**config.mk**
```make
export PLATFORM = sky130hd
export DESIGN_NAME = spi_frame_tx
export DESIGN_NICKNAME = d
export VERILOG_FILES = /design/src/rtl/spi_frame_tx.sv
export SDC_FILE = /design/constraint.sdc
export NUM_CORES = 1
export LEC_CHECK = 0
export CAP_MARGIN = 40
export CORE_MARGIN = 2
export CORE_UTILIZATION = 53
export DETAILED_ROUTE_END_ITERATION = 16
export GPL_TIMING_DRIVEN = 0
export PLACE_DENSITY = 0.85
export SLEW_MARGIN = 25
export SYNTH_ARGS = -nofsm -noshare
export SYNTH_HDL_FRONTEND = slang
export SYNTH_SLANG_ARGS = --single-unit
```
**constraint.sdc**
```tcl
create_clock -name sys_clk -period 8.2 [get_ports sys_clk]
set_input_delay 2.46 -clock sys_clk [delete_from_list [all_inputs] [get_ports sys_clk]]
set_output_delay 2.46 -clock sys_clk [all_outputs]
set_load 0.02 [all_outputs]
```
**src/rtl/spi_frame_tx.sv**
```systemverilog
`default_nettype none
// ============================================================================
//  Module   : spi_frame_tx
//  Brief    : Snapshots a 160-bit measurement word and sends it as one framed
//             SPI (mode 0) burst: 0x55, 0xAA, 20 payload bytes, checksum.
//  Revision : 1.0  initial release
// ============================================================================
module spi_frame_tx #(
    parameter int CLK_DIV    = 4,
    parameter int GAP_CYCLES = 2
) (
    input  logic         sys_clk,
    input  logic         rst,
    input  logic         frame_start,
    input  logic [159:0] payload,
    output logic         busy,
    output logic         frame_done,
    output logic         sck,
    output logic         miso,
    output logic         cs
);

    localparam int c_CNT_MAX = (2 * CLK_DIV > GAP_CYCLES) ? 2 * CLK_DIV : GAP_CYCLES;
    localparam int c_CNT_W   = $clog2(c_CNT_MAX + 1);

    localparam logic [c_CNT_W-1:0] c_DIV      = c_CNT_W'(CLK_DIV);
    localparam logic [c_CNT_W-1:0] c_DIV_LAST = c_CNT_W'(CLK_DIV - 1);
    localparam logic [c_CNT_W-1:0] c_BIT_LAST = c_CNT_W'(2 * CLK_DIV - 1);
    localparam logic [c_CNT_W-1:0] c_GAP_LAST = c_CNT_W'((GAP_CYCLES > 0) ? GAP_CYCLES - 1 : 0);
    localparam logic [4:0]         c_LAST_BYTE = 5'd22;
    localparam logic [4:0]         c_LAST_PAY  = 5'd21;
    localparam logic [7:0]         c_SYNC0     = 8'h55;
    localparam logic [7:0]         c_SYNC1     = 8'hAA;

    typedef enum logic [2:0] {
        S_IDLE  = 3'd0,
        S_LEAD  = 3'd1,
        S_SHIFT = 3'd2,
        S_GAP   = 3'd3,
        S_TRAIL = 3'd4
    } state_t;

    state_t               r_state,    w_state;
    logic [c_CNT_W-1:0]   r_cnt,      w_cnt;
    logic [2:0]           r_bit,      w_bit;
    logic [4:0]           r_byte_idx, w_byte_idx;
    logic [7:0]           r_shift,    w_shift;
    logic [159:0]         r_pay,      w_pay;
    logic [7:0]           r_csum,     w_csum;
    logic                 r_busy,     w_busy;
    logic                 r_done,     w_done;
    logic                 r_sck,      w_sck;
    logic                 r_miso,     w_miso;
    logic                 r_cs,       w_cs;

    always_ff @(posedge sys_clk or posedge rst) begin
        if (rst) begin
            r_state    <= S_IDLE;
            r_cnt      <= '0;
            r_bit      <= '0;
            r_byte_idx <= '0;
            r_shift    <= '0;
            r_pay      <= '0;
            r_csum     <= '0;
            r_busy     <= 1'b0;
            r_done     <= 1'b0;
            r_sck      <= 1'b0;
            r_miso     <= 1'b0;
            r_cs       <= 1'b1;
        end else begin
            r_state    <= w_state;
            r_cnt      <= w_cnt;
            r_bit      <= w_bit;
            r_byte_idx <= w_byte_idx;
            r_shift    <= w_shift;
            r_pay      <= w_pay;
            r_csum     <= w_csum;
            r_busy     <= w_busy;
            r_done     <= w_done;
            r_sck      <= w_sck;
            r_miso     <= w_miso;
            r_cs       <= w_cs;
        end
    end

    always_comb begin
        w_state    = r_state;
        w_cnt      = r_cnt;
        w_bit      = r_bit;
        w_byte_idx = r_byte_idx;
        w_shift    = r_shift;
        w_pay      = r_pay;
        w_csum     = r_csum;
        w_busy     = r_busy;
        w_done     = 1'b0;
        w_miso     = r_miso;
        w_cs       = r_cs;

        case (r_state)
            S_IDLE: begin
                if (frame_start) begin
                    w_state    = S_LEAD;
                    w_cnt      = '0;
                    w_bit      = '0;
                    w_byte_idx = '0;
                    w_shift    = c_SYNC0;
                    w_pay      = payload;
                    w_csum     = '0;
                    w_busy     = 1'b1;
                    w_cs       = 1'b0;
                    w_miso     = c_SYNC0[7];
                end
            end
            S_LEAD: begin
                if (r_cnt == c_DIV_LAST) begin
                    w_state = S_SHIFT;
                    w_cnt   = '0;
                end else begin
                    w_cnt = r_cnt + 1'b1;
                end
            end
            S_SHIFT: begin
                if (r_cnt != c_BIT_LAST) begin
                    w_cnt = r_cnt + 1'b1;
                end else begin
                    w_cnt = '0;
                    if (r_bit != 3'd7) begin
                        w_bit   = r_bit + 3'd1;
                        w_shift = {r_shift[6:0], 1'b0};
                        w_miso  = r_shift[6];
                    end else if (r_byte_idx == c_LAST_BYTE) begin
                        w_state = S_TRAIL;
                        w_miso  = 1'b0;
                    end else begin
                        w_state    = (GAP_CYCLES > 0) ? S_GAP : S_SHIFT;
                        w_bit      = '0;
                        w_byte_idx = r_byte_idx + 5'd1;
                        // Payload bytes stream out of the top of the latched copy;
                        // the running sum is complete once byte 21 has been loaded.
                        if (r_byte_idx == 5'd0) begin
                            w_shift = c_SYNC1;
                        end else if (r_byte_idx == c_LAST_PAY) begin
                            w_shift = r_csum;
                        end else begin
                            w_shift = r_pay[159:152];
                            w_pay   = {r_pay[151:0], 8'h00};
                            w_csum  = r_csum + r_pay[159:152];
                        end
                        w_miso = w_shift[7];
                    end
                end
            end
            S_GAP: begin
                if (r_cnt == c_GAP_LAST) begin
                    w_state = S_SHIFT;
                    w_cnt   = '0;
                end else begin
                    w_cnt = r_cnt + 1'b1;
                end
            end
            S_TRAIL: begin
                if (r_cnt == c_DIV_LAST) begin
                    w_state = S_IDLE;
                    w_cnt   = '0;
                    w_cs    = 1'b1;
                    w_done  = 1'b1;
                    w_busy  = 1'b0;
                end else begin
                    w_cnt = r_cnt + 1'b1;
                end
            end
            default: begin
                w_state = S_IDLE;
            end
        endcase

        // sck is high in the second half of every bit period only
        w_sck = (w_state == S_SHIFT) && (w_cnt >= c_DIV);
    end

    assign busy       = r_busy;
    assign frame_done = r_done;
    assign sck        = r_sck;
    assign miso       = r_miso;
    assign cs         = r_cs;

endmodule
`default_nettype wire

```
# ---- Word level (Yosys, flattened, before mapping)
# Index checks and enable logic that the tools add are counted.
dict set report word_totals {
  ff_bits 195
  out_inout_bits 5
  in_bits 163
  wordCells 103
}
dict set report op_classes {
  n_addsub 4
  mux 56
  n_lt_le_gt_ge 1
  reduce_logical 11
  n_eq_ne 19
}
# op count
set ops {}
lappend ops {{160-bit 2-to-1 mux} 6}
lappend ops {{160-bit case mux with 2 select lines} 1}
lappend ops {{8-bit 2-to-1 mux} 8}
lappend ops {{3-bit 2-to-1 mux} 11}
lappend ops {{7-bit 2-to-1 mux} 4}
lappend ops {{5-bit 2-to-1 mux} 4}
lappend ops {{4-bit 2-to-1 mux} 4}
lappend ops {{4-bit case mux with 4 select lines} 1}
lappend ops {{8-bit case mux with 2 select lines} 1}
lappend ops {{3-bit case mux with 5 select lines} 1}
lappend ops {{2-bit != test, second input constant} 7}
lappend ops {{7-bit case mux with 2 select lines} 1}
lappend ops {{5-bit equality test, second input constant} 2}
lappend ops {{5-bit case mux with 2 select lines} 1}
lappend ops {{3-bit by 2-bit equality test with 1-bit output, second input constant} 3}
lappend ops {{1-bit 2-to-1 mux} 9}
lappend ops {{8-bit adder} 1}
lappend ops {{7-bit AND reduction} 1}
lappend ops {{3-bit != test, second input constant} 2}
lappend ops {{1-bit case mux with 2 select lines} 3}
lappend ops {{3-bit case mux with 2 select lines} 1}
lappend ops {{3-bit AND reduction} 2}
lappend ops {{5-bit by 1-bit adder with 5-bit output, second input constant} 1}
lappend ops {{5-bit zero test} 1}
lappend ops {{other kinds (14)} 15}

# ---- Longest topological paths before layout
# Gate-level depths: netlist (run 1).
dict set report depth {
  word_depth 7
  mapped_depth 10
  depth_no_buf 7
}

# ---- Least setup slack after synthesis (run 1)
# OpenSTA, ideal clock, no wires.
dict set report synth_timing {
  kind {input to register}
  startpoint {input port frame_start}
  endpoint {register r_pay[159]}
  path_buffers 2
  stages 5
  slack_ns 4.740
  required_ns 8.068
  setup_ns 0.132
  arrival_ns 3.328
  path_cell_list {nand2_1 o21a_1 buf_4 clkbuf_1 o21ai_1}
}
dict set report synth_via {
  elab_chain_len 2
}
# element line_no
set synth_lines {}
lappend synth_lines {{start, declared} 14} ;# input logic frame_start,
lappend synth_lines {{2-bit != test (no source line)} --}
lappend synth_lines {{7-bit AND reduction (no source line)} --}
lappend synth_lines {{end signal, assigned} 76} ;# r_pay <= w_pay;
lappend synth_lines {{end, declared} 48} ;# logic [159:0] r_pay, w_pay;
# No other way between the ends.
# A chain may end at the register's enable or synchronous reset.

# ---- Final worst setup path (run 1)
dict set report layout_timing {
  startpoint {register r_cs (netlist: cs)}
  endpoint {output port cs}
}
# element line_no
set layout_rtl {}
lappend layout_rtl {{start, declared} 54} ;# logic r_cs, w_cs;
lappend layout_rtl {{start signal, assigned} 82} ;# r_cs <= w_cs;
lappend layout_rtl {{end, declared} 20} ;# output logic cs
# No word-level cell between the ends.

==> flow_summary.json, run 1 <==
{
  "status": "completed",
  "max_cap_viol_count": 0,
  "multi_input_comb_area_um2": 4110,
  "ys.flop_type": "sky130_fd_sc_hd__dfrtp_1",
  "clk_transition_reported_paths_ns": 0.07,
  "worstPathCellList": "clkdlybuf4s50_1",
  "synth-async-reset-ratio_pct": 100,
  "cp_data_arrival_time_ns": 1.56,
  "wire_length_of_the_first_global_routing_pass_um": 39000,
  "timing.critical_path.fanout_max": 2,
  "tritoncts": "done",
  "detailedRoute.firstIterationViolations": 589,
  "max_stage_delay_ns": 0.60,
  "antenna_violations_before_repair": 0,
  "r2r_start": "r_byte_idx[0]",
  "max-vdd-ir-drop_mv": 0.147,
  "cts.htree.levels": 4,
  "worstSetupStartpoint": "cs",
  "clock_skew_ns": 0.00996,
  "data_required_time_of_the_worst_path_ns": 5.74,
  "mapped_avg_cell_area_um2": 10.2,
  "start_util_pct": 54.2,
  "die-area_um2": 18800,
  "final_common_cell": "sky130_fd_sc_hd__nand2_1",
  "timing.hold.worst_path_depth": 2,
  "route.vias.total": 7603,
  "critical_path.top_delay_family": "buffers and inverters",
  "hold_violations": 0,
  "critPathLaunchType": "flop",
  "synth_seq_cells": 195,
  "synth.cell_area_um2": 9380,
  "synth-seq-area-share_pct": 52.0,
  "final_net_count": 1285,
  "period_share_pct": 49.0,
  "hp-start": "cs",
  "cell_with_the_largest_stage_delay_on_the_worst_path": "sky130_fd_sc_hd__clkdlybuf4s50_1",
  "seq_area_um2": 4880,
  "gp_congestion": 0.821,
  "clk_path_buf_depth": 2,
  "finalSetupTns_ns": 0,
  "viasPerCell": 5.66,
  "route.antenna.remaining_nets": 0,
  "pwrdens_nw_per_um2": 167,
  "cts-buffers-inserted": 17,
  "finalMaxSlewViolations": 0,
  "portBuffers": 167,
  "synthesis.instances": 918,
  "pre_cts_slack_ns": 3.88,
  "report.final.setup_viol": 0,
  "finalWorstSetupSlack_ns": 4.18,
  "clk_latency_ns": 0.44,
  "grt_overall_usage_pct": 26.8,
  "synth_enable_flop_cells": 0,
  "clock_root_cell": "sky130_fd_sc_hd__clkbuf_16",
  "crit_end": "cs",
  "kind_of_critical_path": "flop to primary output",
  "area_growth_syn_to_layout_pct": 27.9,
  "die-height_um": 137,
  "crit_buf_inv": 1,
  "worst_pin_slew_ns": 0.748,
  "antenna_cells": 0,
  "worst_hold_path_type": "flop to flop",
  "dr_drc_count": 0,
  "grt_pass1_vias": 7835,
  "filler_cell_count": 1283,
  "cts.sinks": 195,
  "period_needed_ns": 4.02,
  "design.core.area_um2": 17300,
  "routedWlPerCell_um": 17.6,
  "setup_repair_after_global_routing_missed_its_margin": "no",
  "grt_start_max_net_pins": 83,
  "worstReg2RegEnd": "r_pay[119]",
  "cts_hold_buffers": 0,
  "critical_path.endpoint_type": "primary output",
  "achievable-frequency_mhz": 249,
  "timing.reg2reg.setup_slack_ns": 5.83,
  "ys_warn_count": 0,
  "synth_fp_nets": 1097,
  "drt_wl_total_um": 23700,
  "post-dp-hpwl_um": 17200,
  "overflow": 0,
  "row_count": 48,
  "static-leakage-power_uw": 0.00568,
  "cts.repair_timing.setup_buffer_count": 0,
  "number_of_cells_on_the_worst_reg_to_reg_path": 8,
  "boundaryPins": 168,
  "post_cts_resized": 0,
  "critical_path_depth": 1,
  "synth_cell_types": 51,
  "most-common-layout-cells": "202 x sky130_fd_sc_hd__nand2_1, 194 x sky130_fd_sc_hd__dfrtp_1, 167 x sky130_fd_sc_hd__clkdlybuf4s50_1",
  "floorplan.die.width_um": 137,
  "drive_above_1_share_pct": 6.70,
  "timing.slew.headroom_pct": 49.5,
  "iteration_count_of_the_initial_detailed_routing_pass": 8
}
## power by group
| group | switching, uW | internal (uW) |
|---|---|---|
| combinational | 52.4 | 87.5 |
| sequential | 12.8 | 983 |
| clock | 374 | 490 |
| total | 439 | 1560 |
## through the flow
stage | hold WS [ns] | std cells | utilization [%] | total power, uW | cell area, um2
floorplan | 0.447 | 918 | - | 1050 | 9380
global placement | 0.451 | 1310 | 65.5 | 1150 | 11300
detailed placement | 0.449 | 1312 | 65.9 | 1150 | 11400
CTS | 0.461 | 1344 | 69.4 | 2010 | 12000
global route | 0.487 | 1344 | 69.4 | 2060 | 12000
finish | 0.459 | 1344 | 69.4 | 2000 | 12000
## worst reg2reg max path, stage by stage, from the launching register on
cell,delay (ns)
sky130_fd_sc_hd__dfrtp_1,0.43
sky130_fd_sc_hd__inv_1,0.11
sky130_fd_sc_hd__ha_1,0.16
sky130_fd_sc_hd__or3b_1,0.34
sky130_fd_sc_hd__a21oi_1,0.22
sky130_fd_sc_hd__o21a_1,0.18
sky130_fd_sc_hd__buf_4,0.21
sky130_fd_sc_hd__clkbuf_1,0.39
sky130_fd_sc_hd__o21ai_0,0.19
## registers in the layout, indices dropped and copies added (netlist names)
name and count:
frame_done 1, r_state 3, r_shift 7, r_byte_idx 5, miso 1, r_csum 8
r_cnt 4, busy 1, r_pay 160, cs 1, sck 1, r_bit 3
## cell usage after synthesis (all sizes together) (3+ instances only)
cell type | instances | area share (%)
o22ai | 3 | 0.20
clkbuf | 28 | 1.1
nand2 | 202 | 8.1
nor2 | 7 | 0.28
nand3 | 8 | 0.43
dfrtp | 194 | 52
o221ai | 3 | 0.28
a21o | 3 | 0.24
mux2 | 3 | 0.36
xor2 | 4 | 0.37
o21ai | 179 | 9.6
a21oi | 12 | 0.64
o211ai | 4 | 0.32
inv | 13 | 0.52
a211oi | 5 | 0.40
mux2i | 159 | 17
or3 | 3 | 0.20
buf | 35 | 2.5
ha | 15 | 2.0
a22o | 6 | 0.56
o21a | 3 | 0.24
## routing by layer
layer	vias to the layer above	wire (um)	share of wire [%]	GRT usage, %
li1	3583	-	-	-
met1	3753	10500	44	36.7
met2	225	11500	49	43.3
met3	42	1160	4.9	4.67
met4	0	530	2.2	8.88
met5	-	0	0	0
## cell type report
cell class | count | share of cell area [%]
inverters | 13 | 0.469
clock inverters | 11 | 1.26
clock buffers | 21 | 3.75
repair buffers | 169 | 14.4
flip-flops and latches | 195 | 40.7
plain buffers | 63 | 2.83
well taps | 225 | 2.35
multi-input cells | 647 | 34.3
## cell families after synthesis
kind of cell | share of synthesized area, %
AOI/OAI and AO/OA | 13.2
xor gates and xnor gates | 0.560
adders and majority gates | 2.21
buffers and inverters | 4.14
DFF | 52.0
muxes | 17.3
and+or+nand+nor | 10.5
## worst min-delay path by stage
stage,to,slack (ns)
floorplan,r_shift[1],0.45
global placement,cs,0.45
detailed placement,cs,0.45
CTS,cs,0.46
global route,cs,0.49
finish,cs,0.46
(Power assumes the default switching activity.)
==> inputs of run 2 (changes only) <==
==> constraint.sdc (replaced) <==
create_clock -name sys_clk -period 4 [get_ports sys_clk]
set_input_delay 1.2 -clock sys_clk [delete_from_list [all_inputs] [get_ports sys_clk]]
set_output_delay 1.2 -clock sys_clk [all_outputs]
set_load 0.02 [all_outputs]
==> flow_summary.json, run 2 (synthesis results as in run 1) <==
{
  "status": "completed",
  "floorplan.die.width_um": 137,
  "timing.critical_path.fanout_max": 2,
  "timing.slew.headroom_pct": 49.3,
  "cell_with_the_largest_stage_delay_on_the_worst_path": "sky130_fd_sc_hd__clkdlybuf4s50_1",
  "pre_cts_slack_ns": 0.945,
  "row_count": 48,
  "final_net_count": 1289,
  "timing.reg2reg.setup_slack_ns": 1.60,
  "hold_violations": 0,
  "max_cap_viol_count": 0,
  "critical_path.endpoint_type": "primary output",
  "timing.hold.worst_path_depth": 2,
  "number_of_cells_on_the_worst_reg_to_reg_path": 8,
  "finalWorstSetupSlack_ns": 1.24,
  "achievable-frequency_mhz": 362,
  "area_growth_syn_to_layout_pct": 28.9,
  "worst_pin_slew_ns": 0.760,
  "largest_registers": "r_pay: 160 flops, r_csum: 8 flops, r_shift: 7 flops",
  "start_util_pct": 54.2,
  "boundaryPins": 168,
  "clock_skew_ns": 0.00969,
  "largest_register": "r_pay",
  "cts.repair_timing.setup_buffer_count": 0,
  "die-height_um": 137,
  "critPathLaunchType": "flop",
  "overflow": 0,
  "static-leakage-power_uw": 0.00573,
  "cts.sinks": 195,
  "worstPathCellList": "clkdlybuf4s50_1",
  "grt_overall_usage_pct": 27.1,
  "placement.cell_area_um2": 11500,
  "data_required_time_of_the_worst_path_ns": 2.80,
  "max-vdd-ir-drop_mv": 0.319,
  "final_common_cell": "sky130_fd_sc_hd__nand2_1",
  "p_total_uw": 4180,
  "sequential_group_share_of_total_power_pct": 48.8,
  "switching_share_pct": 21.5,
  "cts.htree.levels": 4,
  "route.antenna.remaining_nets": 0,
  "portBuffers": 167,
  "antenna_violations_before_repair": 0,
  "pwrdens_nw_per_um2": 346,
  "grt_pass1_vias": 7848,
  "setup_repair_after_global_routing_missed_its_margin": "no",
  "design.core.area_um2": 17300,
  "clk_path_buf_depth": 2,
  "grt_start_max_net_pins": 33,
  "cts_hold_buffers": 0,
  "critical_path.top_delay_family": "buffers and inverters",
  "max_stage_delay_ns": 0.60,
  "drt_wl_total_um": 23800,
  "report.final.setup_viol": 0,
  "drive_above_1_share_pct": 7.14,
  "clk_transition_reported_paths_ns": 0.07,
  "internal_power_uw": 3280,
  "route.vias.total": 7677,
  "cp_data_arrival_time_ns": 1.56,
  "clk_latency_ns": 0.44,
  "cts-buffers-inserted": 17,
  "post_cts_resized": 0,
  "net-switching-power_uw": 901,
  "kind_of_critical_path": "flop to primary output",
  "wire_length_of_the_first_global_routing_pass_um": 39500,
  "tritoncts": "done",
  "clock_root_cell": "sky130_fd_sc_hd__clkbuf_16",
  "routedWlPerCell_um": 17.7,
  "worst_hold_path_type": "flop to flop",
  "viasPerCell": 5.70,
  "crit_buf_inv": 1,
  "clock_power_share_pct": 44.1,
  "largest_reg_flops": 160,
  "post-dp-hpwl_um": 17400,
  "pwr-share-comb_pct": 7.0,
  "finalMaxSlewViolations": 0,
  "fin_area_um2": 12100,
  "die-area_um2": 18800,
  "dr_drc_count": 0,
  "detailedRoute.firstIterationViolations": 558,
  "utilization_pct": 69.9,
  "antenna_cells": 0,
  "gp_congestion": 0.827,
  "most-common-layout-cells": "202 x sky130_fd_sc_hd__nand2_1, 194 x sky130_fd_sc_hd__dfrtp_1, 167 x sky130_fd_sc_hd__clkdlybuf4s50_1",
  "iteration_count_of_the_initial_detailed_routing_pass": 5,
  "critical_path_depth": 1,
  "finalSetupTns_ns": 0,
  "period_needed_ns": 2.76,
  "period_share_pct": 69.0
}
==> run 2: per-stage QoR <==
step	std cells	hold WS [ns]
detailed placement	1316	0.449
CTS	1346	0.460
global placement	1310	0.450
finish	1346	0.458
floorplan	918	0.447
global route	1346	0.494
==> run 2: path summary, 6_finish.rpt <==
kind / start / to
min in group asynchronous: rst / r_pay[122]
worst min-delay path: cs / cs
worst max register to register: r_byte_idx[0] / r_pay[93]
max in group asynchronous: rst / r_pay[33]
worst max-delay path: cs / cs
worst min register to register: cs / cs
==> run 2: worst register-to-register path, delay by kind of cell (launching register included) <==
family          cells  cell delay, ns
simple gates        1            0.37
fa+ha+maj           1            0.17
compound gates      3            0.54
buf+inv             3            0.74
flops               1            0.44
==> run 2: final cells by class <==
class                   instances  area (um2)
plain buffers                  63         339
clock buffers                  19         453
clock inverters                11         175
fillers                      1275        5200
inverters                      13        52.6
multi-input cells             647        4110
flip-flops and latches        195        4880
well taps                     225         282
repair buffers                173        1800
==> run 2: power groups by stage <==
stage / clock network, uW / registers (uW) / logic (uW)
global route: 1930 / 2050 / 324
floorplan: 0 / 2070 / 86.6
CTS: 1860 / 2040 / 299
detailed placement: 0 / 2080 / 296
finish: 1850 / 2040 / 294
global placement: 0 / 2080 / 274
==> run 2: per-layer routing <==
layer  global-route usage, %  part of all wire, %
met1                    37.8                   44
met5                       0                    0
met3                    4.81                  5.4
met4                    9.05                  2.1
met2                    43.2                   48
